--- config.mk ---
export PLATFORM = sky130hd
export DESIGN_NAME = enigma_core_seq
export DESIGN_NICKNAME = d
export VERILOG_FILES = /design/src/rtl/enigma_pkg.sv /design/src/rtl/enigma_subst.sv /design/src/rtl/enigma_core_seq.sv
export SDC_FILE = /design/constraint.sdc
export NUM_CORES = 1
export LEC_CHECK = 0
export ABC_AREA = 1
export CORE_MARGIN = 3
export CORE_UTILIZATION = 55
export CTS_BUF_LIST = sky130_fd_sc_hd__clkbuf_16
export DETAILED_ROUTE_END_ITERATION = 8
export PLACE_DENSITY = 0.79
export SKIP_CTS_REPAIR_TIMING = 1
export SLEW_MARGIN = 20
export SYNTH_ARGS = -nofsm -noshare
export SYNTH_HDL_FRONTEND = slang
export SYNTH_HIERARCHICAL = 1
export SYNTH_SLANG_ARGS = --single-unit
export TNS_END_PERCENT = 20
--- constraint.sdc ---
create_clock -name clk -period 12.3 [get_ports clk]
set_input_delay 2.46 -clock clk [delete_from_list [all_inputs] [get_ports clk]]
set_output_delay 2.46 -clock clk [all_outputs]
set_load 0.005 [all_outputs]
--- src/rtl/enigma_pkg.sv ---
// Shared types, wiring tables, notch letters and mod-26 helpers for the Enigma cipher core.
package enigma_pkg;

    localparam int unsigned LETTERS    = 26;
    localparam int unsigned LAST       = LETTERS - 1;
    localparam int unsigned LETTER_W   = 5;
    localparam int unsigned WHEEL_W    = 3;
    localparam int unsigned TBL_W      = 8 * LETTERS;
    localparam int unsigned STATE_W    = 3;

    typedef logic [LETTER_W-1:0] letter_t;
    typedef logic [WHEEL_W-1:0]  wheel_t;
    typedef logic [TBL_W-1:0]    tbl_t;

    typedef enum logic [STATE_W-1:0] {
        ST_IDLE = 3'd0,
        ST_STEP = 3'd1,
        ST_FWD  = 3'd2,
        ST_REFL = 3'd3,
        ST_BWD  = 3'd4,
        ST_DONE = 3'd5
    } state_t;

    // Tables are ASCII strings; entry i is the character at position i (leftmost = A).
    localparam tbl_t WHEEL_I   = "EKMFLGDQVZNTOWYHXUSPAIBRCJ";
    localparam tbl_t WHEEL_II  = "AJDKSIRUXBLHWTMCQGZNPYFVOE";
    localparam tbl_t WHEEL_III = "BDFHJLCPRTXVZNYEIWGAKMSUQO";
    localparam tbl_t WHEEL_IV  = "ESOVPZJAYQUIRHXLNFTGKDCMWB";
    localparam tbl_t WHEEL_V   = "VZBRGITYUPSDNHLXAWMJQOFECK";
    localparam tbl_t REFL_B    = "YRUHQSLDPXNGOKMIEBFZCWVJAT";
    localparam tbl_t REFL_C    = "FVPJIAOYEDRZXWGCTKUQSBNMHL";

    localparam letter_t NOTCH_I   = 5'd16;
    localparam letter_t NOTCH_II  = 5'd4;
    localparam letter_t NOTCH_III = 5'd21;
    localparam letter_t NOTCH_IV  = 5'd9;
    localparam letter_t NOTCH_V   = 5'd25;

    function automatic tbl_t invert_tbl(input tbl_t t);
        tbl_t r;
        int   c;
        r = '0;
        for (int i = 0; i < int'(LETTERS); i++) begin
            c = int'(t[8*(int'(LAST) - i) +: 8]) - 65;
            r[8*(int'(LAST) - c) +: 8] = 8'(65 + i);
        end
        return r;
    endfunction

    localparam tbl_t WHEEL_I_INV   = invert_tbl(WHEEL_I);
    localparam tbl_t WHEEL_II_INV  = invert_tbl(WHEEL_II);
    localparam tbl_t WHEEL_III_INV = invert_tbl(WHEEL_III);
    localparam tbl_t WHEEL_IV_INV  = invert_tbl(WHEEL_IV);
    localparam tbl_t WHEEL_V_INV   = invert_tbl(WHEEL_V);

    function automatic letter_t tbl_get(input tbl_t t, input letter_t i);
        logic [7:0] ch;
        ch = t[8*(int'(LAST) - int'(i)) +: 8];
        return LETTER_W'(ch - 8'd65);
    endfunction

    function automatic letter_t add26(input letter_t a, input letter_t b);
        logic [5:0] t;
        t = 6'(a) + 6'(b);
        if (t >= 6'(LETTERS)) t = t - 6'(LETTERS);
        return LETTER_W'(t);
    endfunction

    function automatic letter_t sub26(input letter_t a, input letter_t b);
        logic [5:0] t;
        t = 6'(a) + 6'(LETTERS) - 6'(b);
        if (t >= 6'(LETTERS)) t = t - 6'(LETTERS);
        return LETTER_W'(t);
    endfunction

    // Wheel ids 5..7 fall through to wheel I.
    function automatic letter_t wheel_fwd(input wheel_t w, input letter_t c);
        case (w)
            3'd1:    return tbl_get(WHEEL_II, c);
            3'd2:    return tbl_get(WHEEL_III, c);
            3'd3:    return tbl_get(WHEEL_IV, c);
            3'd4:    return tbl_get(WHEEL_V, c);
            default: return tbl_get(WHEEL_I, c);
        endcase
    endfunction

    function automatic letter_t wheel_inv(input wheel_t w, input letter_t c);
        case (w)
            3'd1:    return tbl_get(WHEEL_II_INV, c);
            3'd2:    return tbl_get(WHEEL_III_INV, c);
            3'd3:    return tbl_get(WHEEL_IV_INV, c);
            3'd4:    return tbl_get(WHEEL_V_INV, c);
            default: return tbl_get(WHEEL_I_INV, c);
        endcase
    endfunction

    function automatic letter_t wheel_notch(input wheel_t w);
        case (w)
            3'd1:    return NOTCH_II;
            3'd2:    return NOTCH_III;
            3'd3:    return NOTCH_IV;
            3'd4:    return NOTCH_V;
            default: return NOTCH_I;
        endcase
    endfunction

    function automatic letter_t reflect(input logic sel, input letter_t c);
        return sel ? tbl_get(REFL_C, c) : tbl_get(REFL_B, c);
    endfunction

endpackage

--- src/rtl/enigma_subst.sv ---
// Single rotor substitution: shifts into the wheel frame, looks up forward or inverse wiring, shifts back.
module enigma_subst
    import enigma_pkg::*;
(
    input  logic [4:0] sig,
    input  logic [4:0] pos,
    input  logic [4:0] ring,
    input  logic [2:0] wheel,
    input  logic       dir,
    output logic [4:0] result_c
);

    letter_t entry_c;
    letter_t wired_c;

    always_comb begin
        entry_c  = sub26(add26(sig, pos), ring);
        wired_c  = dir ? wheel_inv(wheel, entry_c) : wheel_fwd(wheel, entry_c);
        result_c = add26(sub26(wired_c, pos), ring);
    end

endmodule

--- src/rtl/enigma_core_seq.sv ---
// N-rotor Enigma core, one rotor substitution per cycle through a shared enigma_subst.
// Optional plugboard enabled by defining PLUGBOARD_EN.
module enigma_core_seq
    import enigma_pkg::*;
#(
    parameter int unsigned NUM_ROTORS = 3
) (
    input  logic                    clk,
    input  logic                    reset,
    input  logic                    in_valid,
    output logic                    in_ready,
    input  logic [4:0]              in_letter,
    output logic                    out_valid,
    input  logic                    out_ready,
    output logic [4:0]              out_letter,
    output logic                    err,
    output logic                    busy,
    input  logic                    cfg_we,
    input  logic [1:0]              cfg_sel,
    input  logic [2:0]              cfg_wheel,
    input  logic [4:0]              cfg_ring,
    input  logic [4:0]              cfg_pos,
    input  logic                    refl_sel,
`ifdef PLUGBOARD_EN
    input  logic                    plug_we,
    input  logic [4:0]              plug_a,
    input  logic [4:0]              plug_b,
`endif
    output logic [5*NUM_ROTORS-1:0] pos_flat
);

    localparam int unsigned IDX_W = $clog2(NUM_ROTORS);

    state_t           state_q;
    logic [IDX_W-1:0] k_q;
    letter_t          sig_q;
    logic             refl_q;
    letter_t          pos_q   [NUM_ROTORS];
    letter_t          ring_q  [NUM_ROTORS];
    wheel_t           wheel_q [NUM_ROTORS];

    logic [NUM_ROTORS-1:0] at_notch_c;
    logic [NUM_ROTORS-1:0] step_c;
    letter_t               subst_c;
    letter_t               plug_sig_c;

    for (genvar g = 0; g < int'(NUM_ROTORS); g++) begin : g_slot
        assign pos_flat[5*g +: 5] = pos_q[g];
        assign at_notch_c[g]      = (pos_q[g] == wheel_notch(wheel_q[g]));
    end

    // Step decision on pre-step positions; slot 1 also steps on its own notch (double step).
    always_comb begin
        step_c    = '0;
        step_c[0] = 1'b1;
        step_c[1] = at_notch_c[0] | at_notch_c[1];
        step_c[2] = at_notch_c[1];
    end

    enigma_subst u_subst (
        .sig      (sig_q),
        .pos      (pos_q[k_q]),
        .ring     (ring_q[k_q]),
        .wheel    (wheel_q[k_q]),
        .dir      (state_q == ST_BWD),
        .result_c (subst_c)
    );

`ifdef PLUGBOARD_EN
    letter_t plug_q [LETTERS];

    // Swap table entries on a legal write while idle; a == b or out-of-range letters are ignored.
    always_ff @(posedge clk) begin
        if (reset) begin
            for (int i = 0; i < int'(LETTERS); i++) plug_q[i] <= LETTER_W'(i);
        end else if (state_q == ST_IDLE && plug_we && plug_a != plug_b &&
                     plug_a < LETTER_W'(LETTERS) && plug_b < LETTER_W'(LETTERS)) begin
            plug_q[plug_a] <= plug_q[plug_b];
            plug_q[plug_b] <= plug_q[plug_a];
        end
    end

    assign plug_sig_c = plug_q[sig_q];
`else
    assign plug_sig_c = sig_q;
`endif

    always_ff @(posedge clk) begin
        if (reset) begin
            state_q    <= ST_IDLE;
            k_q        <= '0;
            sig_q      <= '0;
            refl_q     <= 1'b0;
            in_ready   <= 1'b1;
            busy       <= 1'b0;
            out_valid  <= 1'b0;
            out_letter <= '0;
            err        <= 1'b0;
            for (int i = 0; i < int'(NUM_ROTORS); i++) begin
                pos_q[i]   <= '0;
                ring_q[i]  <= '0;
                wheel_q[i] <= WHEEL_W'(i);
            end
        end else begin
            err <= 1'b0;
            case (state_q)
                ST_IDLE: begin
                    // An accepted letter, legal or not, takes priority over a config write.
                    if (in_valid) begin
                        if (in_letter < LETTER_W'(LETTERS)) begin
                            sig_q    <= in_letter;
                            refl_q   <= refl_sel;
                            state_q  <= ST_STEP;
                            in_ready <= 1'b0;
                            busy     <= 1'b1;
                        end else begin
                            err <= 1'b1;
                        end
                    end else if (cfg_we && 32'(cfg_sel) < NUM_ROTORS) begin
                        wheel_q[IDX_W'(cfg_sel)] <= cfg_wheel;
                        ring_q[IDX_W'(cfg_sel)]  <= cfg_ring;
                        pos_q[IDX_W'(cfg_sel)]   <= cfg_pos;
                    end
                end
                ST_STEP: begin
                    for (int i = 0; i < int'(NUM_ROTORS); i++) begin
                        if (step_c[i]) pos_q[i] <= add26(pos_q[i], 5'd1);
                    end
                    sig_q   <= plug_sig_c;
                    k_q     <= '0;
                    state_q <= ST_FWD;
                end
                ST_FWD: begin
                    sig_q <= subst_c;
                    if (k_q == IDX_W'(NUM_ROTORS - 1)) begin
                        state_q <= ST_REFL;
                    end else begin
                        k_q <= k_q + IDX_W'(1);
                    end
                end
                ST_REFL: begin
                    sig_q   <= reflect(refl_q, sig_q);
                    k_q     <= IDX_W'(NUM_ROTORS - 1);
                    state_q <= ST_BWD;
                end
                ST_BWD: begin
                    sig_q <= subst_c;
                    if (k_q == '0) begin
                        state_q <= ST_DONE;
                    end else begin
                        k_q <= k_q - IDX_W'(1);
                    end
                end
                ST_DONE: begin
                    // First DONE cycle presents the letter; then hold until downstream takes it.
                    if (!out_valid) begin
                        out_valid  <= 1'b1;
                        out_letter <= plug_sig_c;
                    end else if (out_ready) begin
                        out_valid <= 1'b0;
                        in_ready  <= 1'b1;
                        busy      <= 1'b0;
                        state_q   <= ST_IDLE;
                    end
                end
                default: begin
                    state_q  <= ST_IDLE;
                    in_ready <= 1'b1;
                    busy     <= 1'b0;
                end
            endcase
        end
    end

endmodule

==> summary.md, run 1 <==
| Metric | Value |
|---|---|
| Outcome | complete, no violations |
| Slowest cell on the critical path | dfxtp_2 |
| Number of max-cap violations | 0 |
| Min-delay src | in_ready |
| Die Height | 127 µm |
| Critical path startpoint category | flop |
| Tmin final | 11.00 ns |
| Top cell type's share of synthesized area | 19.4% |
| CTS Root Cell | clkbuf_16 |
| Number of flops mapped to enable cells by yosys | 52 |
| H-Tree Depth | 3 |
| TritonCTS clock tree | built |
| Setup TNS | 0 ns |
| CTS Buffer Depth | 2 |
| Yosys top cell by area | edfxtp_1 |
| Synth Area per Inst | 6.37 µm² |
| Synthesized cell area | 0.00804 mm² |
| First-pass detailed-route iteration total | 9 |
| Ys flop type | edfxtp_1 |
| Crit path DAT | 11.23 ns |
| Hold Path Class | reg -> reg |
| Multi-input logic area | 0.00519 mm² |
| DP HPWL | 18200 µm |
| Die Area | 0.0161 mm² |
| Clock transition at the registers of the reported paths | 0.06 ns |
| Routed wire length | 24000 µm |
| Number of antenna violations at the first check in global routing | 0 |
| Slowest stage delay, CP | 0.57 ns |
| Synthesized flop and latch total | 74 |
| Row count | 43 |
| Crit path required time | 12.53 ns |
| Core ar. | 0.0141 mm² |
| Final WS setup | 1.30 ns |
| Via count | 8680 |
| Layout cell share with drive strength beyond 1 | 5.33% |
| RSZ-0062 raised after global routing | false |
| Cts bufs inserted | 9 |
| Peak fanout along the critical path | 30 |
| Vias in the first global route | 7889 |
| Sequential share of the synthesized area | 24.9% |
| Max-slew violations | 0 |
| Synth top area cells | edfxtp_1 19%, nand2_1 15%, nand3_1 10% |
| Initial Utilization | 57.0% |
| Storage cell area | 0.00200 mm² |
| # diodes | 0 |
| Worst-Skew Late Latency | 0.34 ns |
| Ys async rst share | 0% |
| First-pass GRT wire length | 39100 µm |
| Worst-Margin Slew | 0.819 ns |
| Final Hold Viols | 0 |
| Rel. slew slack | 45.3% |
| Ratio of final minimum period to clock period | 89.4% |
| Setup Viol. Count Final | 0 |
| Synth Instances | 1262 |
| Detail Route Antenna Nets | 0 |
| Setup WS pre-CTS | 0.942 ns |
| Via/cell ratio | 5.88 |
| Crit. End Element | flop |
| DR iter-0 viols | 1039 |
| GRT Overall Usage | 29.5% |
| Yosys warning total | 6 |
| Final Wtd Congestion | 1.06 |
| Filler cells | 1334 |
| GRT Residual Overflow | 0 |
| Synth unique cells | 56 |
| Sink Count | 74 |
| Die Wd | 127 µm |
| Setup Skew | 0.0106 ns |
| Routed len/inst | 16.3 µm |
| Final Net Count | 1367 |
| Port Buffers | 49 |
| Synthesis-to-finish area growth | 10.8% |
| Largest net degree at the start of global routing | 45 |
| DRC violations left | 0 |
| Critical path class | reg -> reg |
| # IOs | 50 |
| Max Fclk | 90.9 MHz |
-- registers in the layout (all words and copies together) (netlist names), named ones only --
name / flops
in_ready: 1
k_q: 2
wheel_q: 12
busy: 1
state_q: 3
refl_q: 1
err: 1
out_valid: 1
ring_q: 20
pos_q: 20
out_letter: 5
plug_sig_c: 5
-- layer usage --
metal / track usage, % / vias up / share of wire, %
li1: - / 4253 / -
met1: 39.5 / 3892 / 42
met2: 47.7 / 449 / 46
met3: 4.80 / 86 / 8.7
met4: 11.7 / 0 / 3.7
met5: 0 / - / 0
-- cells in the final DEF, fill, tap and decap left out, types with 2 or more instances in the layout --
cell / netlist / layout
bufinv_16: 0 / 2
a21oi_1: 67 / 67
o21ai_2: 2 / 2
o32ai_1: 2 / 2
a221oi_1: 3 / 3
nand2_4: 2 / 2
conb_1: 1 / 13
nand2_1: 311 / 311
nand3b_1: 3 / 3
o211ai_1: 5 / 5
inv_2: 6 / 6
nand3_2: 8 / 8
a211oi_1: 2 / 2
fa_1: 4 / 4
o21ai_1: 3 / 3
clkbuf_16: 0 / 9
nor2_1: 123 / 123
a22oi_1: 7 / 7
a21oi_2: 3 / 3
nand4_1: 17 / 17
clkinvlp_4: 0 / 2
clkdlybuf4s50_1: 0 / 49
o21ai_0: 90 / 90
xor2_1: 21 / 21
edfxtp_1: 52 / 52
o22ai_1: 23 / 23
ha_1: 47 / 46
xnor2_1: 12 / 12
nor2_2: 4 / 4
nand3_1: 162 / 162
nand2_2: 9 / 9
nor3_1: 10 / 10
inv_1: 164 / 164
a31oi_1: 4 / 4
or2_2: 7 / 7
buf_4: 5 / 3
dfxtp_1: 22 / 21
-- area by class of cell --
| type | count | area share [%] |
|---|---|---|
| clock inverters | 7 | 1.05 |
| inverters | 171 | 7.25 |
| clock buffers | 9 | 2.53 |
| multi-input cells | 981 | 58.3 |
| repair buffers | 52 | 5.76 |
| flip-flops and latches | 74 | 22.5 |
| repair inverters | 1 | 0.0562 |
| well taps | 180 | 2.53 |
-- worst max-delay path, delay by kind of cell, from the launching register on --
family | cells | cell delay, ns
compound gates | 13 | 2.90
xor+xnor | 4 | 0.71
fa+ha+maj | 11 | 3.42
buf+inv | 9 | 1.16
flops | 1 | 0.57
simple gates | 20 | 2.11
-- path summary, 6_finish.rpt --
kind                   end  slack [ns]  cells after the start
max          plug_sig_c[3]        1.30                     57
min               in_ready        0.48                      2
max reg2reg  plug_sig_c[3]        1.30                     57
min reg2reg       in_ready        0.48                      2
-- cells by family (layout without fill, tap and decap cells) --
| family | Yosys count | count (layout) | synth area share (%) |
|---|---|---|---|
| buffers and inverters | 219 | 240 | 11.1 |
| AND/OR/NAND/NOR | 662 | 662 | 36.2 |
| XOR/XNOR | 35 | 35 | 4.00 |
| multiplexers | 1 | 1 | 0.125 |
| adder cells (fa/ha/maj) | 51 | 51 | 8.31 |
| AO/OA/AOI/OAI | 219 | 219 | 15.3 |
| flip-flops | 74 | 74 | 24.9 |
| other | 1 | 13 | 0.0467 |
-- synthesized netlist by cell type (all sizes together), types with 3 or more instances --
| cell | n |
|---|---|
| nor2 | 128 |
| clkbuf | 21 |
| nand4 | 17 |
| o21ai | 95 |
| ha | 47 |
| a221oi | 3 |
| fa | 4 |
| inv | 170 |
| o211ai | 5 |
| xor2 | 22 |
| a31oi | 4 |
| nand2 | 322 |
| buf | 27 |
| or2 | 8 |
| nand3b | 3 |
| nand3 | 171 |
| nor3 | 10 |
| a21oi | 70 |
| a22oi | 7 |
| dfxtp | 22 |
| xnor2 | 13 |
| edfxtp | 52 |
| o22ai | 23 |
-- stage by stage --
stage	cell area, µm²	util (%)	instances	hold slack [ns]
final	8900	63.1	1475	0.481
after global placement	8570	60.8	1458	0.460
after detailed placement	8570	60.8	1458	0.466
after CTS	8890	63.1	1474	0.478
after floorplan	8080	-	1274	0.467
after global routing	8900	63.1	1475	0.499
Power of run 1 is left out: the tool's default activity adds up to more than one toggle a clock period on the data nets, which glitch-free logic cannot reach.
==> run 2, diff against run 1 <==
--- a/config.mk
+++ b/config.mk
@@ -5,12 +5,12 @@
 export SDC_FILE = /design/constraint.sdc
 export NUM_CORES = 1
 export LEC_CHECK = 0
-export ABC_AREA = 1
 export CORE_MARGIN = 3
 export CORE_UTILIZATION = 55
 export CTS_BUF_LIST = sky130_fd_sc_hd__clkbuf_16
 export DETAILED_ROUTE_END_ITERATION = 8
-export PLACE_DENSITY = 0.79
+export MAX_ROUTING_LAYER = met4
+export PLACE_DENSITY = 0.78
 export SKIP_CTS_REPAIR_TIMING = 1
 export SLEW_MARGIN = 20
 export SYNTH_ARGS = -nofsm -noshare
==> run 2 against run 1 <==
  * Synthesized cell count fell by 6.7%
  * Cell area rose by 11%
  * Setup slack worse by 0.27 ns
  * Global-route usage rose by 1.9 points
  * Utilization is 1.2 points lower
  * Die area grew 12%
  * Clock-buffer cell count is the same
  * Register-to-register slack worse by 0.27 ns
==> summary.md, run 2 <==
| Metric | Value |
|---|---|
| Port Buffers | 49 (unchanged) |
| Crit. End Element | flop (unchanged) |
| Top cell by count, worst path | ha_1 |
| Crit path DAT | 11.55 ns (was 11.23 ns) |
| Final Wtd Congestion | 1.03 (was 1.06) |
| Initial Utilization | 56.6% (was 57.0%) |
| First-pass GRT wire length | 45200 µm (was 39100 µm) |
| Routed len/inst | 20.4 µm (was 16.3 µm) |
| H-Tree Depth | 3 (unchanged) |
| Synthesis-to-finish area growth | 9.43% (was 10.8%) |
| Critical path startpoint category | flop (unchanged) |
| Largest registers | pos_q: 20 flops, ring_q: 20 flops, wheel_q: 12 flops (unchanged) |
| Tmin final | 11.27 ns (was 11.00 ns) |
| GRT Residual Overflow | 0 (unchanged) |
| Synthesized cell area | 0.00906 mm² (was 0.00804 mm²) |
| Min-delay src | busy (was in_ready) |
| DR iter-0 viols | 1707 (was 1039) |
| Ratio of final minimum period to clock period | 91.7% (was 89.4%) |
| Ys async rst share | 0% (unchanged) |
| Setup TNS | 0 ns (unchanged) |
| Number of flops mapped to enable cells by yosys | 52 (unchanged) |
| Rel. slew slack | 35.2% (was 45.3%) |
| Yosys warning total | 6 (unchanged) |
| Worst flop-to-flop path startpoint | pos_q[2][0] |
| WHS | 0.484 ns (was 0.481 ns) |
| DP HPWL | 19700 µm (was 18200 µm) |
| Slowest cell on the critical path | mux4_2 (was dfxtp_2) |
| Most frequent cells in the layout | 102 x a21oi_1, 100 x nand2_1, 99 x nor2_1, 81 x o21ai_0, 58 x inv_1 (was 311 x nand2_1, 164 x inv_1, 162 x nand3_1, 123 x nor2_1, 90 x o21ai_0) |
| # diodes | 0 (unchanged) |
| Number of antenna violations at the first check in global routing | 0 (unchanged) |
| CTS Root Cell | clkbuf_16 (unchanged) |
| Max-slew violations | 0 (unchanged) |
| Setup Skew | 0.0139 ns (was 0.0106 ns) |
| Die Wd | 134 µm (was 127 µm) |
| # IOs | 50 (unchanged) |
| Via count | 9605 (was 8680) |
| Peak fanout along the critical path | 37 (was 30) |
| Synth Instances | 1178 (was 1262) |
| Sink Count | 74 (unchanged) |
| Most frequent cell after synthesis | a21oi_1 (was nand2_1) |
| Outcome | complete, no violations (unchanged) |
| Row count | 46 (was 43) |
| Hold Path Class | reg -> reg (unchanged) |
| Top cell type's share of synthesized area | 17.2% (was 19.4%) |
| Slowest stage delay, CP | 0.54 ns (was 0.57 ns) |
| Util after Layout | 62.0% (was 63.1%) |
| Synth unique cells | 100 (was 56) |
| Max Fclk | 88.7 MHz (was 90.9 MHz) |
| Final Hold Viols | 0 (unchanged) |
| Final WS setup | 1.03 ns (was 1.30 ns) |
| Via/cell ratio | 6.88 (was 5.88) |
| Core ar. | 0.0160 mm² (was 0.0141 mm²) |
| Commonest non-fill, non-tap cell in the layout | a21oi_1 (was nand2_1) |
| Post-synth top cells | 103 x a21oi_1, 101 x nand2_1, 100 x nor2_1 (was 311 x nand2_1, 164 x inv_1, 162 x nand3_1) |
| Number of cells on the worst reg-to-reg path | 55 (was 57) |
| Detail Route Antenna Nets | 0 (unchanged) |
| Final Net Count | 1253 (was 1367) |
| FF-to-FF End | plug_sig_c[3] (unchanged) |
| Clock transition at the registers of the reported paths | 0.07 ns (was 0.06 ns) |
| TritonCTS clock tree | built (unchanged) |
| Cts bufs inserted | 9 (unchanged) |
| First-pass detailed-route iteration total | 7 (was 9) |
| Largest net degree at the start of global routing | 65 (was 45) |
| GRT Overall Usage | 31.4% (was 29.5%) |
| Setup WS pre-CTS | 0.630 ns (was 0.942 ns) |
| Synth top area cells | edfxtp_1 17%, ha_1 6.5%, a21oi_1 5.7% (was edfxtp_1 19%, nand2_1 15%, nand3_1 10%) |
| Worst-Margin Slew | 0.964 ns (was 0.819 ns) |
| Ys flop type | edfxtp_1 (unchanged) |
| Reg-to-reg slack, setup | 1.03 ns (was 1.30 ns) |
| Critical path class | reg -> reg (unchanged) |
| Yosys top cell by area | edfxtp_1 (unchanged) |
| Worst-Skew Late Latency | 0.34 ns (about the same) |
| Die Area | 0.0180 mm² (was 0.0161 mm²) |
| Layout cell share with drive strength beyond 1 | 7.45% (was 5.33%) |
| Vias in the first global route | 8624 (was 7889) |
| CP startpoint | pos_q[2][0] |
| Filler cells | 1452 (was 1334) |
| Routed wire length | 28500 µm (was 24000 µm) |
| Sequential share of the synthesized area | 22.1% (was 24.9%) |
| Number of max-cap violations | 0 (unchanged) |
| Synthesized flop and latch total | 74 (unchanged) |
| Crit path required time | 12.58 ns (was 12.53 ns) |
| WHS Endpoint | busy (was in_ready) |
| Worst hold path depth | 2 (unchanged) |
| Setup Viol. Count Final | 0 (unchanged) |
| DRC violations left | 0 (unchanged) |
| CTS Buffer Depth | 2 (unchanged) |
| Die Height | 134 µm (was 127 µm) |
| Synth Area per Inst | 7.69 µm² (was 6.37 µm²) |
[run 2: changes by cell type in the layout (fill, tap and decap cells not counted), moves of 19 or more]
cell     delta
nand2_1   -211
nand3_1   -130
inv_1     -106
a21oi_1    +35
nor3_1     +30
and2_1     +24
nor2_1     -24
nor2b_1    +20
buf_4      +19
xnor2_1    +19
[run 2: logic make-up after synthesis]
group / synth area share (%)
adder cells (fa/ha/maj): 7.37
flip-flops: 22.1
multiplexers: 5.25
other: 0.0414
AO/OA/AOI/OAI: 31.1
buffers and inverters: 7.04
XOR/XNOR: 4.93
AND/OR/NAND/NOR: 22.2
[run 2: routing by layer]
layer	routed length (µm)	track usage, %
met5	0	-
met4	1400	12.3
met2	12800	48.6
met1	11300	41.2
met3	3020	5.59
[run 2: worst max path at each step]
stage	cells past startpoint	to	slack (ns)
after floorplan	59	plug_sig_c[3]	0.72
after global placement	55	plug_sig_c[3]	0.95
after detailed placement	53	plug_sig_c[3]	0.63
after CTS	53	plug_sig_c[3]	0.48
after global routing	55	plug_sig_c[3]	-0.01
final	55	plug_sig_c[3]	1.03
[run 2: metrics by stage]
| stage | std cells | area, µm² |
|---|---|---|
| 2_1_floorplan | 1190 | 9100 |
| 3_3_place_gp | 1381 | 9630 |
| 3_5_place_dp | 1381 | 9630 |
| 4_1_cts | 1397 | 9900 |
| 5_1_grt | 1397 | 9910 |
| 6_report | 1397 | 9910 |
[run 2: final cells by class]
cell class	instances	area [µm²]	area share, %
flip-flops and latches	74	2000	20.2
repair buffers	71	656	6.61
inverters	61	231	2.33
clock buffers	9	225	2.27
clock inverters	7	46.3	0.467
multi-input cells	959	6480	65.4
well taps	216	270	2.73
[run 2: worst max-delay path: cells and delay by family (launching register included)]
family | cells | cell delay, ns
AO/OA/AOI/OAI | 19 | 3.32
XOR/XNOR | 6 | 1.05
adder cells (fa/ha/maj) | 12 | 3.69
buffers and inverters | 8 | 0.83
flip-flops | 1 | 0.50
multiplexers | 2 | 0.64
AND/OR/NAND/NOR | 8 | 1.17
Power of run 2 is left out for the same reason.
==> run 3, diff against run 2 <==
--- a/config.mk
+++ b/config.mk
@@ -9,6 +9,7 @@
 export CORE_UTILIZATION = 55
 export CTS_BUF_LIST = sky130_fd_sc_hd__clkbuf_16
 export DETAILED_ROUTE_END_ITERATION = 8
+export HOLD_SLACK_MARGIN = 0.1
 export MAX_ROUTING_LAYER = met4
 export PLACE_DENSITY = 0.78
 export SKIP_CTS_REPAIR_TIMING = 1
==> results of run 3 <==
The final DEF is identical to that of run 2; final timing and power are the same.
Power of run 3 is left out for the same reason.
